[config.mk]
export PLATFORM = sky130hd
export DESIGN_NAME = bcd_to_bin_seq_flat
export DESIGN_NICKNAME = d
export VERILOG_FILES = /design/src/rtl/bcd_to_bin_seq_if.sv /design/src/rtl/bcd_to_bin_seq.sv /design/src/flat_wrapper.sv
export SDC_FILE = /design/constraint.sdc
export NUM_CORES = 1
export LEC_CHECK = 0
export CORE_ASPECT_RATIO = 1.75
export CORE_UTILIZATION = 38
export CTS_CLUSTER_DIAMETER = 50
export DETAILED_ROUTE_END_ITERATION = 8
export PLACE_DENSITY = 0.6
export SYNTH_ARGS = -nofsm -noshare
export SYNTH_HDL_FRONTEND = slang
export SYNTH_SLANG_ARGS = --single-unit
[constraint.sdc]
create_clock -name clk -period 1.7 [get_ports clk]
set_input_delay 0.34 -clock clk [delete_from_list [all_inputs] [get_ports clk]]
set_output_delay 0.34 -clock clk [all_outputs]
set_load 0.01 [all_outputs]
[src/rtl/bcd_to_bin_seq_if.sv]
// bcd_to_bin_seq_if
// Bundles the start/busy/done handshake, the packed BCD operand and the
// conversion results of bcd_to_bin_seq into a single port.
//
// Signals:
//   start    master -> slave  request a conversion (sampled only when idle)
//   bcd_in   master -> slave  packed BCD operand, digit i at [4i+3:4i]
//   busy     slave -> master  conversion in progress
//   done     slave -> master  one-cycle pulse when results are updated
//   bin_out  slave -> master  binary result, held until the next done
//   err      slave -> master  last request contained a digit above 9
//   ovf      slave -> master  last value did not fit in BIN_W bits
interface bcd_to_bin_seq_if #(
    parameter int DIGITS = 3,
    parameter int BIN_W  = 10
);
    logic                  start;
    logic [4*DIGITS-1:0]   bcd_in;
    logic                  busy;
    logic                  done;
    logic [BIN_W-1:0]      bin_out;
    logic                  err;
    logic                  ovf;

    modport master (
        output start, bcd_in,
        input  busy, done, bin_out, err, ovf
    );

    modport slave (
        input  start, bcd_in,
        output busy, done, bin_out, err, ovf
    );
endinterface

[src/rtl/bcd_to_bin_seq.sv]
// bcd_to_bin_seq
// Sequential BCD-to-binary converter (reverse double dabble). The operand is
// placed in the upper half of a {bcd, bin} shift register; each clock shifts
// the whole register right by one and then pulls 3 out of every BCD digit that
// landed at 8 or above. After BIN_W shifts the low half holds the binary value
// and anything left in the BCD half means the value did not fit.
//
// Ports:
//   clk    rising-edge clock
//   rst_n  asynchronous active-low reset (aborts any conversion, no done)
//   bus    bcd_to_bin_seq_if.slave: start, bcd_in in; busy, done, bin_out,
//          err, ovf out
module bcd_to_bin_seq #(
    parameter int DIGITS = 3,
    parameter int BIN_W  = 10
) (
    input  logic              clk,
    input  logic              rst_n,
    bcd_to_bin_seq_if.slave   bus
);

    localparam int BCD_W = 4 * DIGITS;
    localparam int CNT_W = $clog2(BIN_W + 1);

    typedef enum logic [1:0] {
        IDLE,
        CHECK,
        SHIFT,
        DONE
    } state_t;

    state_t                state, state_next;
    logic [BCD_W-1:0]      bcd_r, bcd_next;
    logic [BIN_W-1:0]      bin_r, bin_next;
    logic [CNT_W-1:0]      cnt, cnt_next;
    logic [BIN_W-1:0]      bin_out_r, bin_out_next;
    logic                  err_r, err_next;
    logic                  ovf_r, ovf_next;

    logic [BCD_W+BIN_W-1:0] shifted;
    logic [BCD_W-1:0]       corrected;
    logic                   any_bad;

    // A digit that reached 8..12 after a shift had a ten's worth of weight
    // pushed into it as eight; removing 3 restores the correct BCD value.
    function automatic logic [3:0] fix_digit(input logic [3:0] d);
        return (d >= 4'd8) ? (d - 4'd3) : d;
    endfunction

    // Datapath helpers: the shifted register image, its per-digit correction,
    // and the invalid-digit detector used while in CHECK.
    always_comb begin
        shifted   = {bcd_r, bin_r} >> 1;
        corrected = '0;
        any_bad   = 1'b0;
        for (int i = 0; i < DIGITS; i++) begin
            corrected[4*i +: 4] = fix_digit(shifted[BIN_W + 4*i +: 4]);
            if (bcd_r[4*i +: 4] > 4'd9) begin
                any_bad = 1'b1;
            end
        end
    end

    // Next-state and next-register logic. Result registers only receive new
    // values on the transition into DONE, so they hold between conversions.
    always_comb begin
        state_next   = state;
        bcd_next     = bcd_r;
        bin_next     = bin_r;
        cnt_next     = cnt;
        bin_out_next = bin_out_r;
        err_next     = err_r;
        ovf_next     = ovf_r;

        case (state)
            IDLE: begin
                if (bus.start) begin
                    bcd_next   = bus.bcd_in;
                    bin_next   = '0;
                    cnt_next   = '0;
                    state_next = CHECK;
                end
            end
            CHECK: begin
                if (any_bad) begin
                    bin_out_next = '0;
                    err_next     = 1'b1;
                    ovf_next     = 1'b0;
                    state_next   = DONE;
                end else begin
                    state_next = SHIFT;
                end
            end
            SHIFT: begin
                bcd_next = corrected;
                bin_next = shifted[BIN_W-1:0];
                cnt_next = cnt + CNT_W'(1);
                // cnt still holds the pre-increment value, so this is the
                // BIN_W-th shift.
                if (cnt == CNT_W'(BIN_W - 1)) begin
                    bin_out_next = shifted[BIN_W-1:0];
                    err_next     = 1'b0;
                    ovf_next     = |corrected;
                    state_next   = DONE;
                end
            end
            DONE: begin
                state_next = IDLE;
            end
            default: begin
                state_next = IDLE;
            end
        endcase
    end

    // State, working registers and result registers; reset wipes everything
    // including any conversion in flight.
    always_ff @(posedge clk or negedge rst_n) begin
        if (!rst_n) begin
            state     <= IDLE;
            bcd_r     <= '0;
            bin_r     <= '0;
            cnt       <= '0;
            bin_out_r <= '0;
            err_r     <= 1'b0;
            ovf_r     <= 1'b0;
        end else begin
            state     <= state_next;
            bcd_r     <= bcd_next;
            bin_r     <= bin_next;
            cnt       <= cnt_next;
            bin_out_r <= bin_out_next;
            err_r     <= err_next;
            ovf_r     <= ovf_next;
        end
    end

    // Handshake flags decode straight from the registered state.
    assign bus.busy    = (state == CHECK) || (state == SHIFT);
    assign bus.done    = (state == DONE);
    assign bus.bin_out = bin_out_r;
    assign bus.err     = err_r;
    assign bus.ovf     = ovf_r;

endmodule

[src/flat_wrapper.sv]
// flat-port wrapper written by rule: the top's interface ports become plain ports
module bcd_to_bin_seq_flat 
#(
    parameter int DIGITS = 3,
    parameter int BIN_W  = 10
)
  (clk, rst_n, bus_start, bus_bcd_in, bus_busy, bus_done, bus_bin_out, bus_err, bus_ovf);
  bcd_to_bin_seq_if #(.DIGITS(DIGITS), .BIN_W(BIN_W)) bus_i ();
  input  logic clk;
  input  logic rst_n;
  input wire logic [$bits(bus_i.start)-1:0] bus_start;
  input wire logic [$bits(bus_i.bcd_in)-1:0] bus_bcd_in;
  output wire logic [$bits(bus_i.busy)-1:0] bus_busy;
  output wire logic [$bits(bus_i.done)-1:0] bus_done;
  output wire logic [$bits(bus_i.bin_out)-1:0] bus_bin_out;
  output wire logic [$bits(bus_i.err)-1:0] bus_err;
  output wire logic [$bits(bus_i.ovf)-1:0] bus_ovf;
  assign bus_i.start = bus_start;
  assign bus_i.bcd_in = bus_bcd_in;
  assign bus_busy = bus_i.busy;
  assign bus_done = bus_i.done;
  assign bus_bin_out = bus_i.bin_out;
  assign bus_err = bus_i.err;
  assign bus_ovf = bus_i.ovf;
  bcd_to_bin_seq #(.DIGITS(DIGITS), .BIN_W(BIN_W)) u_core (.clk(clk), .rst_n(rst_n), .bus(bus_i));
endmodule
# --- Yosys cells after proc, flatten, opt, wreduce, memory -nomap -nowiden ---
# Index checks and enable logic that the tools add are counted.
totals:
  wordCells: 57
  reg_bits: 40
  output_inout_bits: 14
  inputBits: 15
classes:
  n_eq_ne: 7
  magnitude_cmp: 6
  reduce_logical: 8
  addsub: 4
  muxes: 25
op_table:
  columns: ["op", "n"]
  rows:
  - ["10-bit one-hot mux with 2 select lines", 2]
  - ["10-bit two-way mux", 3]
  - ["12-bit one-hot mux with 2 select lines", 1]
  - ["4-bit two-way mux", 4]
  - ["4-bit > comparator, second input constant", 3]
  - ["12-bit two-way mux", 1]
  - ["12-bit OR reduction", 1]
  - ["4-bit >= comparator, second input constant", 2]
  - ["1-bit two-way mux", 8]
  - ["2-bit one-hot mux with 4 select lines", 1]
  - ["4-bit one-hot mux with 2 select lines", 1]
  - ["4-bit by 2-bit subtractor with 4-bit output, second input constant", 2]
  - ["4-bit by 1-bit adder with 4-bit output, second input constant", 1]
  - ["2-bit equality test, second input constant", 2]
  - ["4-bit equality test, second input constant", 1]
  - ["3-bit by 4-bit >= comparator with 1-bit output, second input constant", 1]
  - ["2-bit two-way mux", 2]
  - ["2-bit by 1-bit != test with 1-bit output, second input constant", 2]
  - ["1-bit one-hot mux with 2 select lines", 2]
  - ["2-bit AND reduction", 2]
  - ["2-bit nonzero test", 2]
  - ["3-bit by 2-bit subtractor with 4-bit output, second input constant", 1]
  - ["3-bit AND reduction", 1]
  - ["2-bit by 1-bit equality test with 1-bit output, second input constant", 1]
  - ["3 further kinds", 3]

# --- Longest topological paths before layout ---
logic_depth:
  word_depth: 6
  depth_mapped: 8
  mapped_depth_nobuf: 6

# --- Worst setup path after synthesis ---
# No wires, ideal clock.
synth_timing:
  kind: "reg2reg"
  from: "register u_core.state[0]"
  to: "register u_core.bcd_r[2]"
  stages_incl_launch_ff: 8
  setup_time_ps: 147
  synth_period_minus_slack_ps: 1675
  path_buffers: 2
  t_arrival_ps: 1528
  path_slack_ps: 25
  t_required_ps: 1553
  cell_sequence: "dfrtp_1 > inv_1 > ha_1 > nor2b_1 > clkbuf_1 > nor2_1 > clkbuf_1 > a221oi_1"
synth_via:
  elab_chain_len: 3
  word_cells_on_any_way: 6
  classes_between: "eq/ne (2); mux (1); reduce/logical (3)"
synth_rtl:
  columns: ["item", "line_no", "source"]
  rows:
  - ["start, declared", "bcd_to_bin_seq.sv:32", "state_t state, state_next;"]
  - ["start signal, assigned", "bcd_to_bin_seq.sv:128", "state <= state_next;"]
  - ["2-bit equality test / 2-bit zero test (equally long branches)", "bcd_to_bin_seq.sv:75", "case (state)"]
  - ["2-bit nonzero test (no line) / 2-bit != test (equally long branches)", null, null]
  - ["2-bit AND reduction (no line)", null, null]
  - ["end signal, assigned", "bcd_to_bin_seq.sv:129", "bcd_r <= bcd_next;"]
  - ["end, declared", "bcd_to_bin_seq.sv:33", "logic [BCD_W-1:0] bcd_r, bcd_next;"]
# Several ways; a longest one is shown, not always the timed one.
# A chain may end at the register's enable or synchronous reset.

# --- Worst setup path after layout ---
layout_timing:
  from: "register u_core.state[0]"
  to: "output bus_done"
layout_via:
  elab_chain_len: 1
layout_rtl:
  columns: ["item", "line_no", "source"]
  rows:
  - ["2-bit equality test", "bcd_to_bin_seq.sv:140", "assign bus.done = (state == DONE);"]
  - ["end, declared", "flat_wrapper.sv:14", "output wire logic [$bits(bus_i.done)-1:0] bus_done;"]
# Every way passes these cells.

==> flow_summary.toml <==
[floorplan]
die_area_sq_um = 5830
start_util_pct = 39.6
boundaryPins = 29
die_w_microns = 58.1
die_y_microns = 100
row_count = 35
coreArea_sq_um = 5300

[timing]
worst_slack_ps = 69.4
min_period_ps = 1630
slew_headroom_pct = 76.6
fin_skew_ps = 4.60
slew_violations = 0
grt_setup_unrepaired = "true"
hold_ws_ps = 428
worstMarginPinSlew_ps = 350
finalCritPeriodShare_pct = 95.9
timing.fmax_mhz = 613
hold_viol_final = 0
setup_viol = 0

[placed_design]
dp_slack_ps = -283
dpl.hpwl_microns = 3530
routabilityCongestion = 0.851
port_buffers = 28

[clocking]
post_cts_buffers = 0
cts_tree = "yes"
htree_levels = 2
clkTransAtPathRegs_ps = 80
clockBufferDepth = 2
cts_sinks = 39
cts_buffers = 5
cts-root-buf = "clkbuf_8"
clk-insertion-delay-late_ps = 300

[logic_synthesis]
synth_ff_type = "dfrtp_1"
synthArstFlopShare_pct = 100
yosysWarnings = 0
synth_edf_count = 0
synthCells = 211
synth-seq-cells = 39
postSynthAreaPerCell_sq_um = 9.93
syn_area_sq_um = 2100
synth_nets = 236
synth_cell_type_count = 38
ys_seq_area_share_pct = 46.6

[global_route]
grt_pass1_wl_microns = 8220
grt_max_degree = 32
antenna_found_initial = 0
grtUsageTotal_pct = 18.6
first_global_vias = 1733
gr-total-overflow = 0

[pwr]
ir_drop_mv = 0.866
p_per_area_nw_per_um2 = 1800
p_leak_uw = 0.00121
power.total_uw = 4940

[final_layout]
mostFrequentLayoutCell = "dfrtp_1"
n_antenna_cell = 0
layout-drive-gt1-share_pct = 20.2
finalNetCount = 281
final_cell_mix = "dfrtp_1, clkdlybuf4s50_1, nand2_1, buf_4, inv_1"
synthToLayoutAreaGrowth_pct = 30.8

[critical_path]
cp_slowest_cell = "dfrtp_1"
start_kind = "flop"
crit_chain = "buf_4 -> ha_1 -> dlygate4sd2_1"
cp-end-kind = "output pin"
crit_required_ps = 1360
arrival_ps = 1290
max_stage_delay_ps = 380
path_class = "flop to output pin"
crit_fanout = 4

[drt]
detail_route.wirelength_microns = 4840
first_pass_iters = 4
drc_errors = 0
drt_iter0_drc = 52
maxUsedRoutingLayer = "met4"
ant_nets = 0
wl_met3_microns = 110
wl_per_cell_microns = 14.6
viasPerCell = 5.06
met2_wirelength_microns = 2570
wl_met1_microns = 1980
num_vias = 1674

[min_path]
hp-class = "input pin to asynchronous set/reset pin"

[job]
cap_violations = 0

[run_status]
outcome = "completed"
## state kept, by name (all words and copies together), names as in the netlist
name	cells
u_core.bcd_r	12
u_core.bus.ovf	1
u_core.bin_r	9
u_core.bus.err	1
u_core.state	2
u_core.bus.bin_out	10
u_core.cnt	4
## final timing paths
check / cells after the start / end / start / slack (ps)
worst max-delay path: 3 / bus_done / u_core.state[0]$_DFFE_PN0P_ / 70
min in group clk: 1 / u_core.bus.err$_DFFE_PN0P_ / u_core.bus.err$_DFFE_PN0P_ / 520
worst max register to register: 7 / u_core.bus.ovf$_DFFE_PN0P_ / u_core.bcd_r[2]$_DFFE_PN0P_ / 70
worst min register to register: 1 / u_core.bus.err$_DFFE_PN0P_ / u_core.bus.err$_DFFE_PN0P_ / 520
max in group asynchronous: 3 / u_core.bcd_r[7]$_DFFE_PN0P_ / rst_n / 850
worst min-delay path: 2 / u_core.cnt[1]$_DFFE_PN0P_ / rst_n / 430
## worst max-delay path: cells and delay by family, from the launching register on
kind                       cells  cell delay (ps)
DFF                            1              380
buffers and inverters          2              430
adders and majority gates      1              190
## layout make-up
cell class	instances	area, sq um
fillers	490	2560
multi-input cells	137	985
flip-flops and latches	39	977
repair buffers	53	495
well taps	74	92.6
inverters	20	78.8
clock buffers	5	68.8
clock inverters	3	43.8
## cell families after synthesis
logic type | after synthesis | share of synthesized area (%)
adder cells (fa/ha/maj) | 10 | 5.97
AO/OA/AOI/OAI | 59 | 19.2
flip-flops | 39 | 46.6
buffers and inverters | 35 | 8.24
multiplexers | 14 | 6.81
XOR/XNOR | 4 | 1.67
AND/OR/NAND/NOR | 50 | 11.5
## stage by stage
| step | cells | utilization [%] | area (sq um) | setup TNS, ps |
|---|---|---|---|---|
| after floorplan | 211 | - | 2100 | 0 |
| after global placement | 322 | 48.3 | 2560 | -2760 |
| after global routing | 331 | 51.7 | 2740 | -21.4 |
| after detailed placement | 322 | 48.3 | 2560 | -2950 |
| after CTS | 331 | 50.6 | 2680 | -4.79 |
| final | 331 | 51.7 | 2740 | 0 |
## cells in the mapped netlist, drive strengths merged, types with 3 or more instances
library cell   n  area share, %
clkbuf         5           0.90
nor2           5           0.90
dfrtp         39             47
o21ai         14            3.3
inv           19            3.4
a21oi         12            2.9
a22o          10            4.2
mux2i         12            5.7
a221o          3            1.4
buf           10            3.8
nand2         24            4.3
ha            10            6.0
o22ai          9            2.7
nand3          6            1.4
## per-layer routing
metal,up-vias,track usage [%]
met1,796,20.8
li1,831,-
met2,35,33.1
met4,0,10.1
met5,-,0
met3,12,2.71
## repair_timing
item                                    in CTS  in global routing
endpoints found under the hold margin        8                  0
pin swaps                                    0                  0
resized for setup                            3                 23
endpoints found under the setup margin      16                 26
hold buffers                                 1                  0
## power breakdown
| group | switching [uW] | internal [uW] | leakage [uW] |
|---|---|---|---|
| logic | 1340 | 1300 | 0.000657 |
| clock network | 360 | 437 | 0.0000581 |
| registers | 280 | 1220 | 0.000499 |
| total | 1980 | 2960 | 0.00121 |
Power figures use the tool's default switching activity.
